**config.mk**
```make
export PLATFORM = sky130hd
export DESIGN_NAME = hazard_stall_ctrl
export DESIGN_NICKNAME = d
export VERILOG_FILES = /design/src/rtl/hazard_stall_ctrl.sv
export SDC_FILE = /design/constraint.sdc
export NUM_CORES = 1
export LEC_CHECK = 0
export CORE_MARGIN = 5
export CORE_UTILIZATION = 39
export CTS_CLUSTER_SIZE = 40
export DETAILED_ROUTE_END_ITERATION = 10
export MAX_ROUTING_LAYER = met4
export PLACE_DENSITY = 0.91
export SYNTH_ARGS = -nofsm -noshare
export SYNTH_HDL_FRONTEND = slang
export SYNTH_SLANG_ARGS = --single-unit
```
**constraint.sdc**
```tcl
create_clock -name clk -period 2.8 [get_ports clk]
set_input_delay 0.56 -clock clk [delete_from_list [all_inputs] [get_ports clk]]
set_output_delay 0.56 -clock clk [all_outputs]
set_load 0.02 [all_outputs]
```
**src/rtl/hazard_stall_ctrl.sv**
```systemverilog
// Hazard/stall controller for the 5-stage MIPS core: Tuse/Tnew interlock plus MDU busy window.
// Optional STALL_STATS_EN macro adds a free-running stall_count output.
module hazard_stall_ctrl #(
    parameter int MULT_CYCLES = 5,
    parameter int DIV_CYCLES  = 10
) (
    input  logic       clk,
    input  logic       RESET,
    input  logic [4:0] D_rs_A,
    input  logic [4:0] D_rt_A,
    input  logic [1:0] D_Tuse_rs,
    input  logic [1:0] D_Tuse_rt,
    input  logic       D_is_md,
    input  logic       E_GRFWE,
    input  logic [4:0] E_GRF_A3,
    input  logic [1:0] E_Tnew,
    input  logic       M_GRFWE,
    input  logic [4:0] M_GRF_A3,
    input  logic [1:0] M_Tnew,
    input  logic       E_mdu_start,
    input  logic       E_mdu_is_div,
    output logic       F_en,
    output logic       D_en,
    output logic       E_clr,
    output logic       mdu_busy,
    output logic       mdu_done
`ifdef STALL_STATS_EN
    ,
    output logic [31:0] stall_count
`endif
);

    localparam int MAX_CYCLES = (DIV_CYCLES > MULT_CYCLES) ? DIV_CYCLES : MULT_CYCLES;
    localparam int CNT_W      = ($clog2(MAX_CYCLES + 1) > 4) ? $clog2(MAX_CYCLES + 1) : 4;

    logic [CNT_W-1:0] r_cnt;
    logic             w_stall_rs;
    logic             w_stall_rt;
    logic             w_stall_md;
    logic             w_stall;

    // Register 0 is hardwired and Tuse=3 marks an unused source, so neither can interlock.
    function automatic logic src_hazard(
        input logic [4:0] addr,
        input logic [1:0] tuse,
        input logic       we,
        input logic [4:0] a3,
        input logic [1:0] tnew
    );
        return (addr != 5'd0) && (tuse != 2'd3) && we && (a3 == addr) && (tuse < tnew);
    endfunction

    assign w_stall_rs = src_hazard(D_rs_A, D_Tuse_rs, E_GRFWE, E_GRF_A3, E_Tnew)
                      | src_hazard(D_rs_A, D_Tuse_rs, M_GRFWE, M_GRF_A3, M_Tnew);
    assign w_stall_rt = src_hazard(D_rt_A, D_Tuse_rt, E_GRFWE, E_GRF_A3, E_Tnew)
                      | src_hazard(D_rt_A, D_Tuse_rt, M_GRFWE, M_GRF_A3, M_Tnew);
    assign w_stall_md = D_is_md && (mdu_busy || E_mdu_start);
    assign w_stall    = w_stall_rs | w_stall_rt | w_stall_md;

    assign F_en     = ~w_stall;
    assign D_en     = ~w_stall;
    assign E_clr    = w_stall;
    assign mdu_busy = (r_cnt != '0);
    assign mdu_done = (r_cnt == CNT_W'(1));

    // A start is only taken while idle, including the cycle the count has just drained to zero.
    always_ff @(posedge clk) begin
        if (RESET) begin
            r_cnt <= '0;
        end else if (r_cnt == '0) begin
            if (E_mdu_start)
                r_cnt <= E_mdu_is_div ? CNT_W'(DIV_CYCLES) : CNT_W'(MULT_CYCLES);
        end else begin
            r_cnt <= r_cnt - CNT_W'(1);
        end
    end

`ifdef STALL_STATS_EN
    logic [31:0] r_stall_count;

    always_ff @(posedge clk) begin
        if (RESET)
            r_stall_count <= 32'd0;
        else if (w_stall)
            r_stall_count <= r_stall_count + 32'd1;
    end

    assign stall_count = r_stall_count;
`endif

endmodule
```
==> key figures, run 1 <==
Clocking
  • Worst skew pair latency: 0.23 ns
  • CTS tree: yes
  • Hold_buf cts: 0
  • H-Tree Depth: 1
  • Postcts setup bufs: 0
  • CTS buffer count: 3
  • Sink Count: 4
  • Maximum root-to-sink buffer count: 2
  • CTS root buffer: clkbuf_4
  • Worst-path clk slew: approximately 0.030 ns

GRT
  • GRT Util Overall: approximately 18%
  • Global route total overflow: 0
  • Global-route wire length before repair: between 3000 and 4000 um
  • Antenna violations before repair: 0
  • Largest net degree at the start of global routing: 8
  • Vias in the first global route: 803

Worst setup path
  • Crit. End Element: primary output
  • CP startpoint kind: primary input
  • Data required, critical path: about 2.2 ns
  • Reg2reg start: r_cnt[0]
  • CP max stage delay: 0.46 ns
  • Reg2reg path depth: 6
  • Crit path max fanout: 2
  • Critical-path cell list: clkdlybuf4s50_1 -> inv_1 -> ha_1 -> nand2b_1 -> nor4_4 -> a22oi_2 -> o221a_1 -> buf_2
  • CP max-delay cell: clkdlybuf4s50_1
  • R2r setup slk: 1.44 ns
  • Reg-to-Reg End: r_cnt[3]
  • WS Path Type: primary input to primary output
  • WP data arrival: about 2.2 ns

Floorplanning
  • Initial core utilization: a little over two fifths
  • Core area: ~1600 sq um
  • Die ar.: 2625 sq um
  • Width of the die: 51.24 um
  • Die Y: a little over 50 um
  • IO Pins: 40
  • Std-Cell Rows: 14

Detailed routing
  • Post-Route WL: 2613 um
  • Routed len/inst: 17.66 um
  • 1st-iter DRT viols: 17
  • Post-DRT Antenna Nets: 0
  • DR vias/cell: ~5.7
  • Vias: approximately 850
  • # DRC: 0
  • Detailed Routing Iterations Pass 1: 7

STA
  • # setup viols final: 0
  • Final Cycle Share: 98.94%
  • RSZ-0062 raised after global routing: yes
  • Worst-Margin Slew: 0.2651 ns
  • Hold Fails Final Rpt: 0
  • Tmin final: roughly 2.8 ns
  • Worst Hold Margin: between 0.5 and 0.6 ns
  • Relative slew margins: approximately 82%
  • Max-slew violation count: 0
  • Fmax: between 300 and 400 MHz
  • Post-Route Skew: 0.005644 ns

Finish
  • Post-route cell area: between 1000 and 1500 sq um
  • Post-layout util: around 77%
  • Registers with the most flip-flops: r_cnt (4)
  • Top reg by flops: r_cnt
  • # diodes: 0
  • Commonest non-fill, non-tap cell in the layout: clkdlybuf4s50_1
  • Post-layout nets: about 180
  • Area delta synth->final: 80.94%
  • # fillers: about 110
  • Max FFs per register: 4
  • Reg area: roughly 80 sq um
  • Multi-input combinational cell area: roughly 630 sq um
  • Share of cells above drive strength 1: roughly 20%
  • Most frequent cells in the layout: clkdlybuf4s50_1, xor2_1, buf_4

Synthesis
  • Synthesized area: 663.1 sq um
  • Largest cells by area after synthesis: xor2_1, dfxtp_1, ha_1, a211oi_1, nand2b_1
  • Total nets after synthesis: around 120
  • Yosys cell types: 23
  • Seq cells post-synth: 4
  • Syn. warnings: 0
  • Dominant synthesized flop cell: dfxtp_1
  • Synth top area share: between 20% and 30%
  • Synth area leader: xor2_1
  • Post-synth EDFFs: 0
  • Mapped Cells: 83
  • Register area share after synthesis: approximately an eighth
  • Mean Syn Cell Area: between 7 and 8 sq um
  • Share of synthesized flip-flops with an asynchronous set or reset: 0%

Worst hold path
  • Hold_sp: r_cnt[3]
  • Min-Delay Path Class: flop to flop
  • Hold endpoint: r_cnt[3]
  • Hold depth: 2

Power
  • Power density over the cells: about 460 nW/um^2
  • Leakage power: 0.4850 nW
  • Peak VDD IR: ~0.5 mV
  • Tot Pwr: roughly 550 uW

Placed design
  • Routability congestion estimate: approximately 0.87
  • HPWL after DPL: between 1500 and 2000 um
  • Placed inst area: around 1100 sq um
  • Buffers added on ports: 39

Outcome
  • Run status: complete, no violations

Flow run
  • Max Cap Violations: 0
## layout make-up
cell class	instances	share of cell area, %
multi-input cells	74	52.14
clock buffers	3	1.877
inverters	4	1.251
repair buffers	47	36.39
well taps	16	1.668
flip-flops and latches	4	6.674
## critical path: cells and delay by family
kind            cells  cell delay (ns)
fa+ha+maj           1             0.20
simple gates        2             0.36
buf+inv             3             0.68
compound gates      2             0.41
## worst max-delay path by stage
stage / from / to / slack [ns] / cells after the start
detailed placement: D_Tuse_rs[1] / E_clr / -0.58 / 7
CTS: M_Tnew[1] / F_en / 0.01 / 8
finish: E_Tnew[1] / D_en / 0.03 / 8
global route: E_Tnew[1] / E_clr / -0.06 / 8
global placement: M_Tnew[1] / E_clr / -0.48 / 8
floorplan: E_Tnew[1] / F_en / 0.48 / 7
## through the flow
step,instances,setup WS (ns),TNS (ns)
global placement,145,-0.4836,-1.391
detailed placement,145,-0.5811,-1.679
finish,148,0.02963,0
CTS,148,0.01311,0
floorplan,83,0.4827,0
global route,148,-0.06277,-0.1728
## routing by layer
layer	part of all wire [%]	global-route usage, %	vias up
met4	1.8	6.987	0
met3	7.0	2.616	10
met1	39	18.18	392
met5	0	-	-
li1	-	-	404
met2	52	33.26	41
## cells in the mapped netlist, types with 2 or more instances
cell type	n
nand2_1	3
o21ai_0	4
inv_1	4
dfxtp_1	4
ha_1	6
nor2b_1	2
nor4_1	4
a211oi_1	7
o21ai_2	2
xor2_1	20
nand2b_1	8
a22oi_1	2
nor2_1	5
nor3_1	3
## cell families (layout without fill, tap and decap cells)
group	Yosys count	after routing	share of synthesized area (%)
muxes	1	1	1.698
AOI/OAI and AO/OA	19	19	21.32
xor gates and xnor gates	20	20	26.42
adders and majority gates	6	6	11.32
and+or+nand+nor	28	28	23.77
DFF	4	4	12.08
buffers and inverters	5	54	3.396
## power breakdown
group,switching (mW),internal [mW],leakage (nW),total (mW)
clock,0.0230,0.0479,0.0138,0.0709
sequential,0.0258,0.0826,0.0333,0.108
combinational,0.188,0.185,0.438,0.373
## repair_timing
item	CTS	global route
pin swaps	4	4
gates resized for setup	17	8
setup endpoints to repair	3	3
No activity file was read; power rests on OpenSTA's default activity.
==> inputs of run 2 (changes only) <==
--- a/config.mk
+++ b/config.mk
@@ -10,7 +10,7 @@
 export CTS_CLUSTER_SIZE = 40
 export DETAILED_ROUTE_END_ITERATION = 10
 export MAX_ROUTING_LAYER = met4
-export PLACE_DENSITY = 0.91
+export PLACE_DENSITY = 0.89
 export SYNTH_ARGS = -nofsm -noshare
 export SYNTH_HDL_FRONTEND = slang
 export SYNTH_SLANG_ARGS = --single-unit
==> run 2 against run 1 <==
  * The run now ends with setup timing left
  * Total power increased by 1.4%
  * Global-route usage increased by 1.2 points
  * Clock power increased by 1%
  * Critical path depth did not move
  * Largest cell class unchanged
==> key figures, run 2 (synthesis gave the netlist of run 1 again) <==
Finish
  • Post-layout nets: 176 (was 175)
  • Most frequent cells in the layout: clkdlybuf4s50_1, xor2_1, buf_4 (unchanged)
  • Post-layout util: 78.25% (was 76.97%)
  • Share of cells above drive strength 1: 22.56% (was 19.70%)
  • Top reg by flops: r_cnt (unchanged)
  • Registers with the most flip-flops: r_cnt (4) (unchanged)
  • Max FFs per register: 4 (unchanged)
  • # diodes: 0 (unchanged)
  • Commonest non-fill, non-tap cell in the layout: clkdlybuf4s50_1 (unchanged)
  • Area delta synth->final: 83.96% (was 80.94%)

Detailed routing
  • Vias: 848 (was 847)
  • # DRC: 0 (unchanged)
  • Routed len/inst: 16.71 um (was 17.66 um)
  • DR vias/cell: 5.691 (was 5.723)
  • Detailed Routing Iterations Pass 1: 4 (was 7)
  • Post-Route WL: 2490 um (was 2613 um)
  • Post-DRT Antenna Nets: 0 (unchanged)
  • 1st-iter DRT viols: 11 (was 17)

Power
  • P_int: 323.1 uW (was 315.8 uW)
  • Peak VDD IR: 0.5039 mV (was 0.4993 mV)
  • Tot Pwr: 559.7 uW (was 552.1 uW)
  • Power density over the cells: 458.8 nW/um^2 (was 460.1 nW/um^2)
  • Sw Pwr: 236.7 uW (was 236.3 uW)
  • Sequential cell fraction of total power: 19.5% (was 19.6%)
  • Leakage power: 0.4972 nW (was 0.4850 nW)
  • Clock share of power: 12.8% (about the same)
  • Switching share of power: 42.28% (was 42.80%)
  • Gate power share: 67.7% (was 67.5%)

Worst hold path
  • Min-Delay Path Class: flop to flop (unchanged)
  • Hold endpoint: r_cnt[3] (unchanged)
  • Hold_sp: r_cnt[3] (unchanged)
  • Hold depth: 2 (unchanged)

STA
  • Fmax: 355.1 MHz (was 361.0 MHz)
  • Relative slew margins: 81.77% (was 82.27%)
  • Hold Fails Final Rpt: 0 (unchanged)
  • Post-Route Skew: 0.003040 ns (was 0.005644 ns)
  • Final Cycle Share: 100.6% (was 98.94%)
  • Max-slew violation count: 0 (unchanged)
  • Worst Slack Setup Final: -0.01613 ns (was 0.02963 ns)
  • Tmin final: 2.816 ns (was 2.770 ns)
  • # setup viols final: 2 (was 0)
  • Worst-Margin Slew: 0.2712 ns (was 0.2651 ns)

GRT
  • Global route total overflow: 0 (unchanged)
  • Vias in the first global route: 849 (was 803)
  • Largest net degree at the start of global routing: 8 (unchanged)
  • Antenna violations before repair: 0 (unchanged)
  • GRT Util Overall: 18.81% (was 17.63%)
  • Global-route wire length before repair: 3643 um (was 3491 um)

Worst setup path
  • CP max stage delay: 0.46 ns (about the same)
  • Reg2reg start: r_cnt[1] (was r_cnt[0])
  • Crit path depth: 8 (unchanged)
  • Reg2reg path depth: 5 (was 6)
  • Crit. End Element: primary output (unchanged)
  • Crit path max fanout: 2 (unchanged)
  • Critical-path cell list: clkdlybuf4s50_1 -> inv_1 -> ha_1 -> nand2b_1 -> nor4_2 -> a22oi_2 -> o221a_1 -> buf_6 (was clkdlybuf4s50_1 -> inv_1 -> ha_1 -> nand2b_1 -> nor4_4 -> a22oi_2 -> o221a_1 -> buf_2)
  • CP Buf/Inv Count: 3 (unchanged)
  • Data required, critical path: 2.24 ns (about the same)
  • CP max-delay cell: clkdlybuf4s50_1 (unchanged)
  • CP startpoint kind: primary input (unchanged)
  • WP data arrival: 2.26 ns (was 2.21 ns)
  • R2r setup slk: 1.46 ns (was 1.44 ns)
  • Delay-heaviest family, CP: buffers and inverters (unchanged)
  • Reg-to-Reg End: r_cnt[0] (was r_cnt[3])
  • WS Path Type: primary input to primary output (unchanged)

Clocking
  • Maximum root-to-sink buffer count: 2 (unchanged)
  • CTS buffer count: 3 (unchanged)
  • CTS tree: yes (unchanged)
  • Worst-path clk slew: 0.03 ns (about the same)
  • Postcts setup bufs: 0 (unchanged)
  • CTS root buffer: clkbuf_4 (unchanged)
  • Sink Count: 4 (unchanged)
  • Worst skew pair latency: 0.24 ns (was 0.23 ns)
  • H-Tree Depth: 1 (unchanged)

Flow run
  • Max Cap Violations: 0 (unchanged)

Placed design
  • Buffers added on ports: 39 (unchanged)
  • HPWL after DPL: 1934 um (was 1906 um)
  • Routability congestion estimate: 0.8736 (was 0.8720)

Floorplanning
  • Initial core utilization: 42.54% (unchanged)
  • IO Pins: 40 (unchanged)
  • Die ar.: 2625 sq um (unchanged)
  • Core area: 1559 sq um (unchanged)
  • Std-Cell Rows: 14 (unchanged)
  • Die Y: 51.24 um (unchanged)
  • Width of the die: 51.24 um (unchanged)

Outcome
  • Failing checks: setup timing
  • Run status: finished with violations (was complete, no violations)
[run 2: changes by cell type in the layout (fill, tap and decap cells not counted), sizes merged]
cell,before,now
buf,11,12
dlygate4sd2,1,0
dlymetal6s2s,0,1
[run 2: worst max path at each step]
stage | startpoint | endpoint | slack [ns]
3_3_place_gp | E_Tnew[1] | E_clr | -0.44
2_1_floorplan | E_Tnew[1] | F_en | 0.48
6_report | M_Tnew[1] | D_en | -0.02
5_1_grt | M_Tnew[1] | D_en | -0.11
3_5_place_dp | E_Tnew[1] | E_clr | -0.49
4_1_cts | M_Tnew[1] | D_en | 0.02
[run 2: power by group through the flow]
| stage | registers [mW] | clock network, mW | logic [mW] |
|---|---|---|---|
| after floorplan | 0.103 | 0 | 0.207 |
| after global placement | 0.106 | 0 | 0.354 |
| after detailed placement | 0.110 | 0 | 0.361 |
| after CTS | 0.109 | 0.0746 | 0.357 |
| after global routing | 0.113 | 0.0809 | 0.413 |
| final | 0.109 | 0.0719 | 0.379 |
[run 2: worst register-to-register path, cell delays in order, from the launching register on]
cell and delay [ns]:
dfxtp_1 0.32, inv_1 0.10, ha_1 0.23, nand2_1 0.17, a21o_1 0.20, a211oi_1 0.23
[run 2: final cells by class]
class | count | area [sq um]
repair buffers | 48 | 457.9
multi-input cells | 74 | 624.3
clock buffers | 3 | 22.52
inverters | 4 | 15.01
fillers | 98 | 339.1
flip-flops and latches | 4 | 80.08
well taps | 16 | 20.02
[run 2: repair_timing]
action | CTS | global route
endpoints found under the setup margin | 3 | 3
hold buffers | 0 | 0
gates resized for setup | 15 | 15
pin swaps | 3 | 4
[run 2: stage by stage]
step	worst slack [ns]	hold slack [ns]	instances	cell area, sq um	setup TNS [ns]
3_3_place_gp	-0.4406	0.5099	146	1134	-1.302
6_report	-0.01613	0.5177	149	1220	-0.03205
2_1_floorplan	0.4827	0.4928	83	663.1	0
4_1_cts	0.02404	0.5189	149	1154	0
5_1_grt	-0.1112	0.5371	149	1220	-0.3078
3_5_place_dp	-0.4895	0.5131	146	1134	-1.415
[run 2: layer usage]
metal | GRT usage (%) | part of all wire, % | vias to the layer above
li1 | - | - | 401
met1 | 17.83 | 37 | 387
met2 | 34.76 | 51 | 48
met3 | 5.233 | 7.4 | 12
met4 | 9.170 | 5.0 | 0
met5 | - | 0 | -
==> patch: new RTL, config.mk and constraints of run 1 <==
Add a define of `STALL_STATS_EN`.
--- a/src/rtl/hazard_stall_ctrl.sv
+++ b/src/rtl/hazard_stall_ctrl.sv
@@ -1,5 +1,7 @@
 // Hazard/stall controller for the 5-stage MIPS core: Tuse/Tnew interlock plus MDU busy window.
 // Optional STALL_STATS_EN macro adds a free-running stall_count output.
+`define STALL_STATS_EN
+
 module hazard_stall_ctrl #(
     parameter int MULT_CYCLES = 5,
     parameter int DIV_CYCLES  = 10
Function (old outputs only; new: stall_count): kept (equiv_simple and equiv_induct, registers matched by name and starting in step).
==> patch against run 1 <==
Critical path depth down 1; routed wire length is 150% higher; register-to-register slack got worse by 1.0 ns; cell count increased to 3.0 times the old value; largest power group is now sequential cells; total power grew to 3.0 times the old value; first-iteration DRC count rose to 12 times the old value; sequential cell count up 32; area after synthesis grew to 3.4 times the old value; sequential share of layout area rose by 15 points; setup slack got worse by 0.0018 ns; critical path type unchanged; design area increased to 2.8 times the old value; clock power grew to 7.0 times the old value.
==> patch: results (changes against run 1) <==
stage;metric;value;unit;change
critical_path;worstPathMaxFanout;7;;+5
grt;track_usage;17.7;%;+0.12 points
clocking;cts.clk_slew.worst_paths;0.07;ns;+0.04 ns
placement;dp_hpwl;4850;um;+150%
placement;place_inst;430;;+200%
layout;drive_gt1_share;13.9;%;-5.8 points
drt;wl_per_cell;14.7;um;-17%
outcome;status;complete, no violations;;
timing;skew;0.00743;ns;+0.00179 ns
grt;grt_max_degree;57;;+49
synthesis;synth_fp_nets;325;;+160%
layout;fin_nets;408;;+130%
placement;place_congestion;0.858;;-1.7%
clocking;htree_levels;2;;+1
clocking;post_cts_resized;27;;+10
drt;vias;2436;;+190%
synthesis;synth_area_leaders;dfxtp_1, xor2_1, or3_1, a21oi_1, o21ai_0;;
clocking;cts_root_buf;clkbuf_8;;
synthesis;yosysSeqAreaShare;32.3;%;+20 points
synthesis;synth_commonest_cells;dfxtp_1, a21oi_1, or3_1;;
synthesis;post_synth.cell_area_avg;7.89;um^2;-1.3%
drt;drt_pass1_iterations;5;;-2
pwr;p_leak;1.19;nW;+150%
clocking;post_cts.repair.setup_buffers;1;;+1
layout;largest_reg_flops;32;;+28
[patch: worst paths after layout]
path | start | to | slack, ns | cells after the start
worst min register to register | stall_count[31] | stall_count[31] | 0.49 | 2
worst min-delay path | stall_count[31] | stall_count[31] | 0.49 | 2
worst max-delay path | D_rs_A[4] | E_clr | 0.03 | 7
worst max register to register | r_cnt[0] | stall_count[13] | 0.42 | 10
[patch: per-stage QoR]
step | total power [mW] | utilization, %
final | 1.64 | 60.4
after global routing | 1.74 | 60.4
after CTS | 1.63 | 58.8
after detailed placement | 1.12 | 56.0
after global placement | 1.10 | 56.0
after floorplan | 0.902 | -
[patch: power groups by stage]
| stage | clock network, mW | registers, mW | logic, mW |
|---|---|---|---|
| 6_report | 0.496 | 0.586 | 0.555 |
| 4_1_cts | 0.510 | 0.586 | 0.534 |
| 5_1_grt | 0.535 | 0.592 | 0.608 |
| 2_1_floorplan | 0 | 0.598 | 0.304 |
| 3_5_place_dp | 0 | 0.598 | 0.520 |
| 3_3_place_gp | 0 | 0.594 | 0.506 |
[patch: cell type report]
cell class / count / area [um^2]
inverter: 8 / 30.0
fill: 505 / 2190
sequential: 36 / 721
multi-input combinational: 225 / 1500
clock buffer: 7 / 96.3
clock inverter: 1 / 30.0
tap: 72 / 90.1
timing repair buffer: 90 / 883
[patch: metal layers]
layer | share of wire (%) | global-route usage (%) | vias to the layer above
met2 | 51 | 31.0 | 105
li1 | - | - | 1209
met4 | 2.4 | 7.05 | 0
met5 | 0 | - | -
met1 | 41 | 19.9 | 1105
met3 | 6.2 | 3.27 | 17
[patch: cells by family after synthesis]
group           count (synthesis)  share of synthesized area (%)
compound gates                 78                           20.1
buf+inv                        22                           4.32
simple gates                  117                           30.2
xor+xnor                       21                           8.24
fa+ha+maj                       7                           3.92
mux                             2                          0.953
flops                          36                           32.3
